===== config.mk =====
export PLATFORM = sky130hd
export DESIGN_NAME = seg7_scan_driver
export DESIGN_NICKNAME = d
export VERILOG_FILES = /design/src/rtl/seg7_scan_driver.sv
export SDC_FILE = /design/constraint.sdc
export NUM_CORES = 1
export LEC_CHECK = 0
export CORE_AREA = 2 2 89 91
export DETAILED_ROUTE_END_ITERATION = 7
export DIE_AREA = 0 0 91 93
export GPL_TIMING_DRIVEN = 0
export MAX_ROUTING_LAYER = met4
export PLACE_DENSITY_LB_ADDON = 0.08
export SKIP_CTS_REPAIR_TIMING = 1
export SLEW_MARGIN = 20
export SYNTH_ARGS = -nofsm -noshare
export SYNTH_HDL_FRONTEND = slang
export SYNTH_SLANG_ARGS = --single-unit

===== constraint.sdc =====
create_clock -name clk -period 3.1 [get_ports clk]
set_input_delay 0.465 -clock clk [delete_from_list [all_inputs] [get_ports clk]]
set_output_delay 0.465 -clock clk [all_outputs]
set_load 0.005 [all_outputs]

===== src/rtl/seg7_scan_driver.sv =====
// Time-multiplexed 7-segment driver: shadow/active digit buffers swap only at frame end.
// Outputs are registered one clock behind the scan index; optional hex glyphs, leading-zero blanking, pin inversion.
module seg7_scan_driver #(
  parameter int NUM_DIGITS  = 4,
  parameter int REFRESH_DIV = 27000,
  parameter int HEX_EN      = 0,
  parameter int ACTIVE_LOW  = 0
) (
  input  logic                    clk,
  input  logic                    rst,
  input  logic                    load,
  input  logic [4*NUM_DIGITS-1:0] digits_in,
  input  logic                    blank_lz,
  output logic [6:0]              segments,
  output logic [NUM_DIGITS-1:0]   an,
  output logic                    frame_pulse
);

  localparam int CW = (REFRESH_DIV > 1) ? $clog2(REFRESH_DIV) : 1;
  localparam int IW = (NUM_DIGITS > 1) ? $clog2(NUM_DIGITS) : 1;
  localparam logic [CW-1:0] CNT_LAST = CW'(REFRESH_DIV - 1);
  localparam logic [IW-1:0] IDX_LAST = IW'(NUM_DIGITS - 1);
  localparam logic [6:0] SEG_POL = {7{ACTIVE_LOW != 0}};
  localparam logic [NUM_DIGITS-1:0] AN_POL = {NUM_DIGITS{ACTIVE_LOW != 0}};

  logic [CW-1:0]             cnt;
  logic [IW-1:0]             idx;
  logic [4*NUM_DIGITS-1:0]   shadow;
  logic [4*NUM_DIGITS-1:0]   active;
  logic                      tc;
  logic                      frame_end;
  logic [3:0]                cur_nib;
  logic                      cur_blank;
  logic                      higher_zero;
  logic [6:0]                seg_log;
  logic [NUM_DIGITS-1:0]     an_log;

  function automatic logic [6:0] glyph(input logic [3:0] v);
    logic [6:0] g;
    case (v)
      4'd0:    g = 7'b1111110;
      4'd1:    g = 7'b0110000;
      4'd2:    g = 7'b1101101;
      4'd3:    g = 7'b1111001;
      4'd4:    g = 7'b0110011;
      4'd5:    g = 7'b1011011;
      4'd6:    g = 7'b1011111;
      4'd7:    g = 7'b1110000;
      4'd8:    g = 7'b1111111;
      4'd9:    g = 7'b1110011;
      4'd10:   g = (HEX_EN != 0) ? 7'b1110111 : 7'b0000001;
      4'd11:   g = (HEX_EN != 0) ? 7'b0011111 : 7'b0000001;
      4'd12:   g = (HEX_EN != 0) ? 7'b1001110 : 7'b0000001;
      4'd13:   g = (HEX_EN != 0) ? 7'b0111101 : 7'b0000001;
      4'd14:   g = (HEX_EN != 0) ? 7'b1001111 : 7'b0000001;
      default: g = (HEX_EN != 0) ? 7'b1000111 : 7'b0000001;
    endcase
    return g;
  endfunction

  assign tc        = (cnt == CNT_LAST);
  assign frame_end = tc && (idx == IDX_LAST);

  always_ff @(posedge clk) begin
    if (rst) begin
      cnt <= '0;
      idx <= '0;
    end else if (tc) begin
      cnt <= '0;
      idx <= (idx == IDX_LAST) ? '0 : idx + 1'b1;
    end else begin
      cnt <= cnt + 1'b1;
    end
  end

  // A load coinciding with the frame end bypasses the shadow so it is not lost for a whole frame.
  always_ff @(posedge clk) begin
    if (rst) begin
      shadow <= '0;
      active <= '0;
    end else begin
      if (load) shadow <= digits_in;
      if (frame_end) active <= load ? digits_in : shadow;
    end
  end

  // Scan from the top digit down so "this and all higher digits are zero" accumulates naturally.
  always_comb begin
    cur_nib     = '0;
    cur_blank   = 1'b0;
    higher_zero = 1'b1;
    for (int i = NUM_DIGITS - 1; i >= 0; i--) begin
      higher_zero = higher_zero && (active[4*i +: 4] == 4'd0);
      if (i == int'(idx)) begin
        cur_nib   = active[4*i +: 4];
        cur_blank = blank_lz && (i != 0) && higher_zero;
      end
    end
  end

  always_comb begin
    seg_log     = cur_blank ? 7'b0000000 : glyph(cur_nib);
    an_log      = '0;
    an_log[idx] = 1'b1;
  end

  always_ff @(posedge clk) begin
    if (rst) begin
      segments    <= SEG_POL;
      an          <= AN_POL;
      frame_pulse <= 1'b0;
    end else begin
      segments    <= seg_log ^ SEG_POL;
      an          <= an_log ^ AN_POL;
      frame_pulse <= frame_end;
    end
  end

endmodule

==> results of run 1 <==
synth_stat cells, types with 2 or more instances:
cell type  count  area [um2]
and3_1         4        25.0
xor2_1         6        52.6
inv_1          8        30.0
o21ai_0        7        35.0
buf_4          2        15.0
nor2_1        38         143
buf_2          4        20.0
mux2i_1       20         200
nor3_1         5        25.0
ha_1          11         138
a21oi_1        5        25.0
nand2_1       11        41.3
mux2_2         5        56.3
o2bb2ai_1      2        17.5
xnor2_1        8        70.1
dfxtp_1       61        1220
a22oi_1        3        22.5
clkbuf_1       5        18.8
o22a_1        12         105
nand4_1        4        25.0
nand3_1        4        20.0
nand2b_1       5        31.3
o22ai_1        2        12.5
nor2b_1        4        25.0
or4bb_1        2        22.5
layer usage:
| metal | vias up | GRT usage [%] | share of wire, % |
|---|---|---|---|
| met2 | 28 | 19.9 | 44 |
| met1 | 845 | 16.6 | 49 |
| met3 | 9 | 3.22 | 3.6 |
| li1 | 973 | - | - |
| met5 | - | - | 0 |
| met4 | 0 | 8.33 | 2.6 |
state kept, by name, indices dropped and copies added, names as in the netlist:
name         cells
shadow          16
active          16
frame_pulse      1
an               4
idx              2
segments         7
cnt             15
how the worst max path moves through the flow:
stage	startpoint	end	slack (ns)
3_3_place_gp	idx[0]	segments[0]	0.23
5_1_grt	idx[0]	segments[0]	0.1
4_1_cts	idx[0]	segments[0]	0.16
2_1_floorplan	idx[0]	segments[0]	0.61
6_report	idx[0]	segments[0]	0.36
3_5_place_dp	idx[0]	segments[0]	0.17
logic make-up (layout without fill, tap and decap cells):
group                      count (synthesis)  in the layout
DFF                                       61             61
xor gates and xnor gates                  14             14
AOI/OAI and AO/OA                         37             37
muxes                                     25             25
buffers and inverters                     21             67
adders and majority gates                 11             11
and+or+nand+nor                           87             87
final cells by class:
class | count | area (um2)
clock inverter | 7 | 98.8
clock buffer | 9 | 124
sequential | 61 | 1220
multi-input combinational | 174 | 1250
inverter | 8 | 30.0
timing repair buffer | 30 | 300
fill | 778 | 4310
tap | 102 | 128
buffer | 13 | 68.8
power by group through the flow:
stage / Combinational [uW] / Sequential [uW] / Clock [uW]
final: 91.2 / 811 / 783
after global routing: 102 / 813 / 844
after CTS: 93.9 / 811 / 810
after detailed placement: 93.5 / 829 / 0
after global placement: 93.4 / 828 / 0
after floorplan: 47.8 / 828 / 0
stage by stage:
step / total power (uW) / hold WS [ns]
2_1_floorplan: 876 / 0.430
3_3_place_gp: 922 / 0.447
3_5_place_dp: 923 / 0.473
4_1_cts: 1710 / 0.493
5_1_grt: 1760 / 0.506
6_report: 1690 / 0.479
==> results.py, run 1 <==
metrics = {
    "run_status": {
        "status": "complete, no violations",
    },
    "timing": {
        "rsz0062_at_grt": "no",
        "setup_viol": 0,
        "slew_headroom_pct": 61.4,
        "finClkSkew_ns": 0.0121,
        "hold_viol": 0,
        "maxSlewViolCount": 0,
        "worstMarginPinSlew_ns": 0.579,
        "setup_slack_ns": 0.356,
        "fin_crit_sh_pct": 88.5,
        "period_minus_slack_ns": 2.74,
        "setup-tns-final_ns": 0,
        "timing.fmax_ghz": 0.364,
    },
    "power_and_ir_drop": {
        "power_leakage_uw": 0.00137,
        "combPwrFrac_pct": 5.4,
        "swShare_pct": 22.2,
        "clockPowerShare_pct": 46.5,
        "pwr-share-seq_pct": 48.1,
        "power.switching_uw": 373,
        "max-vdd-ir-drop_mv": 0.186,
        "p_per_area_nw_per_um2": 523,
        "p_int_uw": 1310,
    },
    "critical_path": {
        "critPathMaxStageDelay_ns": 0.38,
        "worstPathArrival_ns": 3.02,
        "crit_buf_inv": 3,
        "path_cells": "inv_1 -> ha_1 -> clkbuf_1 -> mux2_2 -> mux2_2 -> a22oi_2 -> inv_1 -> ha_1 -> mux2_2 -> a21oi_1",
        "cp_common_cell": "mux2_2",
        "cp.depth": 10,
        "startpoint_type": "flop",
        "crit_type": "reg2reg",
        "r2r_setup_slack_ns": 0.36,
        "critPathTopFamily": "multiplexers",
        "r2r_start": "idx[0]",
        "critPathMaxFanout": 9,
        "crit_slowest_cell": "mux2_2",
        "worstPathRequired_ns": 3.37,
        "reg2reg_to": "segments[0]",
        "critPathCaptureType": "flop",
        "reg2reg_depth": 10,
    },
    "drt": {
        "first_pass_iters": 4,
        "wire_per_inst_um": 12.4,
        "drt-total-wl_mm": 5.03,
        "detail-route-antenna-nets": 0,
        "drtIter0Drc": 36,
        "vias": 1855,
        "viasPerCell": 4.59,
        "drc": 0,
    },
    "placed_design": {
        "place.gp.congestion": 0.817,
        "placed_area_um2": 2990,
        "dp_hpwl_mm": 3.68,
        "io_buffer_count": 30,
        "dp.cells": 388,
        "dp_slack_ns": 0.173,
    },
    "cells_and_area": {
        "antenna_cells": 0,
        "utilization_pct": 42.8,
        "design_area_um2": 3220,
        "finalNetCount": 328,
        "layout-drive-gt1-share_pct": 12.3,
        "final_common_cell": "dfxtp_1",
        "most-common-layout-cells": "dfxtp_1, nor2_1, clkdlybuf4s50_1, mux2i_1, o22a_1",
        "areaGrowthSynthToFinish_pct": 25.5,
        "final-instance-count-excl-fill": 404,
    },
    "die": {
        "fp.dieW_um": 91,
        "die_h_um": 93,
        "dieArea_um2": 8460,
        "ios": 32,
        "core-area_um2": 7530,
        "start_util_pct": 34.1,
        "rows": 32,
    },
    "hold_path": {
        "hold_end": "cnt[0]",
        "hold_path.class": "reg2reg",
        "whs_path_depth": 1,
        "min-delay-start": "cnt[0]",
    },
    "logic_synthesis": {
        "synth_top_family_by_area": "simple AND/OR/NAND/NOR gates",
        "yosysWarnings": 0,
        "synth_compound_area_share_pct": 11.0,
        "syn_nets": 287,
        "ys_ff_latch": 61,
        "syn_inst": 256,
        "async_reset_ff_share_pct": 0,
        "synthXorXnorAreaFrac_pct": 4.78,
        "yosys.area_share.simple_pct": 17.5,
        "synth_seq_area_share_pct": 47.6,
        "synthAdderAreaFrac_pct": 5.36,
        "avgSynthCellArea_um2": 10.0,
        "synth.mux.area_fraction_pct": 10.0,
        "netlist_area_um2": 2570,
        "synth_edf_count": 0,
        "ys_types": 43,
        "synth_flop_cell": "dfxtp_1",
    },
    "clock_tree": {
        "cts_buffer_depth": 2,
        "clkTransAtPathRegs_ns": 0.07,
        "clockRootBuffer": "clkbuf_8",
        "insertion_delay_ns": 0.34,
        "cts_sinks": 61,
        "cts_buffers": 9,
        "cts.htree.levels": 3,
        "tritoncts": "built",
    },
    "global_routing": {
        "antenna_found_initial": 0,
        "grt_pass1_vias": 1836,
        "overflow": 0,
        "grt_start_max_net_pins": 13,
        "grtUsageTotal_pct": 13.5,
        "grt_pass1_wl_mm": 8.65,
    },
    "flow_run": {
        "cap_violations": 0,
    },
}
Power figures use the tool's default switching activity.
==> run 2, diff against run 1 <==
==> constraint.sdc (replaced) <==
create_clock -name clk -period 3.1 [get_ports clk]
set_input_delay 0.465 -clock clk [delete_from_list [all_inputs] [get_ports clk]]
set_output_delay 0.465 -clock clk [all_outputs]
set_load 0.1 [all_outputs]
==> results of run 2 <==
The final DEF is identical to that of run 1. Status: complete, no violations.
Main changes from that run: total power 1690 uW -> 1720 uW
==> run 3, diff against run 2 <==
--- a/config.mk
+++ b/config.mk
@@ -5,9 +5,9 @@
 export SDC_FILE = /design/constraint.sdc
 export NUM_CORES = 1
 export LEC_CHECK = 0
-export CORE_AREA = 2 2 89 91
+export CORE_AREA = 2 2 68 119
 export DETAILED_ROUTE_END_ITERATION = 7
-export DIE_AREA = 0 0 91 93
+export DIE_AREA = 0 0 70 121
 export GPL_TIMING_DRIVEN = 0
 export MAX_ROUTING_LAYER = met4
 export PLACE_DENSITY_LB_ADDON = 0.08
==> run 3 against run 2 <==
Critical path type unchanged. Sequential share of layout area decreased by 1.1 points. Non-clock buffer count stayed put. Largest power group is now clock. Worst setup slack lost 0.12 ns. Core utilization rose by 1.7 points. Sequential power is essentially flat. Combinational power about the same. Global-route usage rose by 1.1 points.
==> results.py, run 3 (same netlist as run 1, synthesis figures left out) <==
metrics = {
    "power_and_ir_drop": {
        "swShare_pct": 20.1,
        "power_leakage_uw": 0.00142,
        "pwr-share-seq_pct": 39.0,
        "max-vdd-ir-drop_mv": 0.395,
        "power.switching_uw": 420,
        "p_per_area_nw_per_um2": 628,
        "clockPowerShare_pct": 54.9,
        "combPwrFrac_pct": 6.1,
        "p_int_uw": 1660,
    },
    "die": {
        "start_util_pct": 34.4,
        "rows": 42,
        "fp.dieW_um": 70,
        "core-area_um2": 7460,
        "dieArea_um2": 8470,
        "die_h_um": 121,
        "ios": 32,
    },
    "clock_tree": {
        "cts_sinks": 61,
        "clockRootBuffer": "clkbuf_16",
        "clkTransAtPathRegs_ns": 0.05,
        "cts_buffer_depth": 2,
        "cts_buffers": 9,
        "insertion_delay_ns": 0.33,
        "tritoncts": "built",
        "cts.htree.levels": 3,
    },
    "timing": {
        "rsz0062_at_grt": "no",
        "period_minus_slack_ns": 2.86,
        "timing.fmax_ghz": 0.349,
        "setup_viol": 0,
        "hold_viol": 0,
        "finClkSkew_ns": 0.00345,
        "setup-tns-final_ns": 0,
        "worstMarginPinSlew_ns": 0.961,
        "slew_headroom_pct": 35.8,
        "fin_crit_sh_pct": 92.4,
        "maxSlewViolCount": 0,
    },
    "cells_and_area": {
        "most-common-layout-cells": "dfxtp_1, nor2_1, clkdlybuf4s50_1, mux2i_1, o22a_1",
        "antenna_cells": 0,
        "areaGrowthSynthToFinish_pct": 29.3,
        "utilization_pct": 44.5,
        "layout-drive-gt1-share_pct": 11.3,
        "design_area_um2": 3320,
        "finalNetCount": 328,
        "top_regs": "active x16, shadow x16, cnt x15",
        "final_common_cell": "dfxtp_1",
    },
    "critical_path": {
        "reg2reg_depth": 10,
        "startpoint_type": "flop",
        "critPathCaptureType": "flop",
        "r2r_start": "idx[0]",
        "r2r_setup_slack_ns": 0.24,
        "crit_type": "reg2reg",
        "critPathMaxFanout": 8,
        "worstPathRequired_ns": 3.36,
        "reg2reg_to": "segments[0]",
        "worstPathArrival_ns": 3.12,
    },
    "hold_path": {
        "whs_path_depth": 1,
        "hold_end": "cnt[0]",
        "hold_path.class": "reg2reg",
        "min-delay-start": "cnt[0]",
    },
    "global_routing": {
        "antenna_found_initial": 0,
        "grt_pass1_wl_mm": 9.09,
        "overflow": 0,
        "grt_start_max_net_pins": 11,
        "grt_pass1_vias": 1921,
        "grtUsageTotal_pct": 14.6,
    },
    "drt": {
        "drt-total-wl_mm": 5.36,
        "vias": 1875,
        "first_pass_iters": 4,
        "drtIter0Drc": 62,
        "detail-route-antenna-nets": 0,
        "drc": 0,
        "wire_per_inst_um": 13.7,
        "viasPerCell": 4.81,
    },
    "placed_design": {
        "io_buffer_count": 30,
        "placed_area_um2": 2980,
        "dp_hpwl_mm": 3.97,
        "place.gp.congestion": 0.737,
    },
    "flow_run": {
        "cap_violations": 0,
    },
    "run_status": {
        "status": "complete, no violations",
    },
}
[run 3: cell types whose count changed in the layout (fill, tap and decap cells not counted), sizes merged]
cell      previous run  this run
inv                  9         8
clkinvlp             1         0
bufinv               2         3
clkinv               3         1
clkbuf              14        17
[run 3: area by class of cell]
class	count	area, um2
Clock inverter	4	95.1
Inverter	8	30.0
Timing Repair Buffer	30	300
Fill cell	738	4140
Multi-Input combinational cell	174	1250
Sequential cell	61	1220
Clock buffer	12	246
Buffer	13	68.8
Tap cell	88	110
[run 3: power groups by stage]
stage          Combinational (uW)  Sequential, uW  Clock [uW]
2_1_floorplan                47.8             864           0
3_3_place_gp                  128             829           0
3_5_place_dp                  129             829           0
4_1_cts                       129             812        1170
5_1_grt                       138             814        1200
6_report                      127             813        1140
[run 3: worst max-delay path by stage]
stage / startpoint / endpoint / slack [ns] / cells past startpoint
5_1_grt: idx[0] / segments[0] / 0.02 / 10
3_3_place_gp: idx[0] / segments[0] / 0.20 / 10
2_1_floorplan: idx[0] / segments[0] / 0.61 / 10
6_report: idx[0] / segments[0] / 0.24 / 10
3_5_place_dp: idx[0] / segments[0] / 0.22 / 10
4_1_cts: idx[0] / segments[0] / 0.19 / 10
[run 3: worst max-delay path, stage by stage (launching register included)]
cell and delay, ns:
dfxtp_1 0.34, inv_1 0.09, ha_1 0.14, clkbuf_1 0.31
mux2_2 0.38, mux2_2 0.26, a22oi_1 0.47, inv_1 0.14
ha_1 0.26, mux2_2 0.26, a21oi_1 0.13
[run 3: through the flow]
step	setup slack, ns	total power, uW	std cells	hold WS [ns]
floorplan	0.615	911	256	0.430
global placement	0.202	957	374	0.449
detailed placement	0.225	958	374	0.465
CTS	0.191	2110	390	0.477
global route	0.0247	2150	390	0.494
finish	0.235	2080	390	0.471
[run 3: layer usage]
layer / GRT usage, % / part of all wire [%] / vias to the layer above / routed length (um)
met5: - / 0 / - / 0
met4: 8.89 / 3.2 / 0 / 173
met3: 4.24 / 2.9 / 10 / 153
met2: 25.1 / 54 / 27 / 2880
met1: 14.4 / 40 / 865 / 2150
li1: - / - / 973 / -
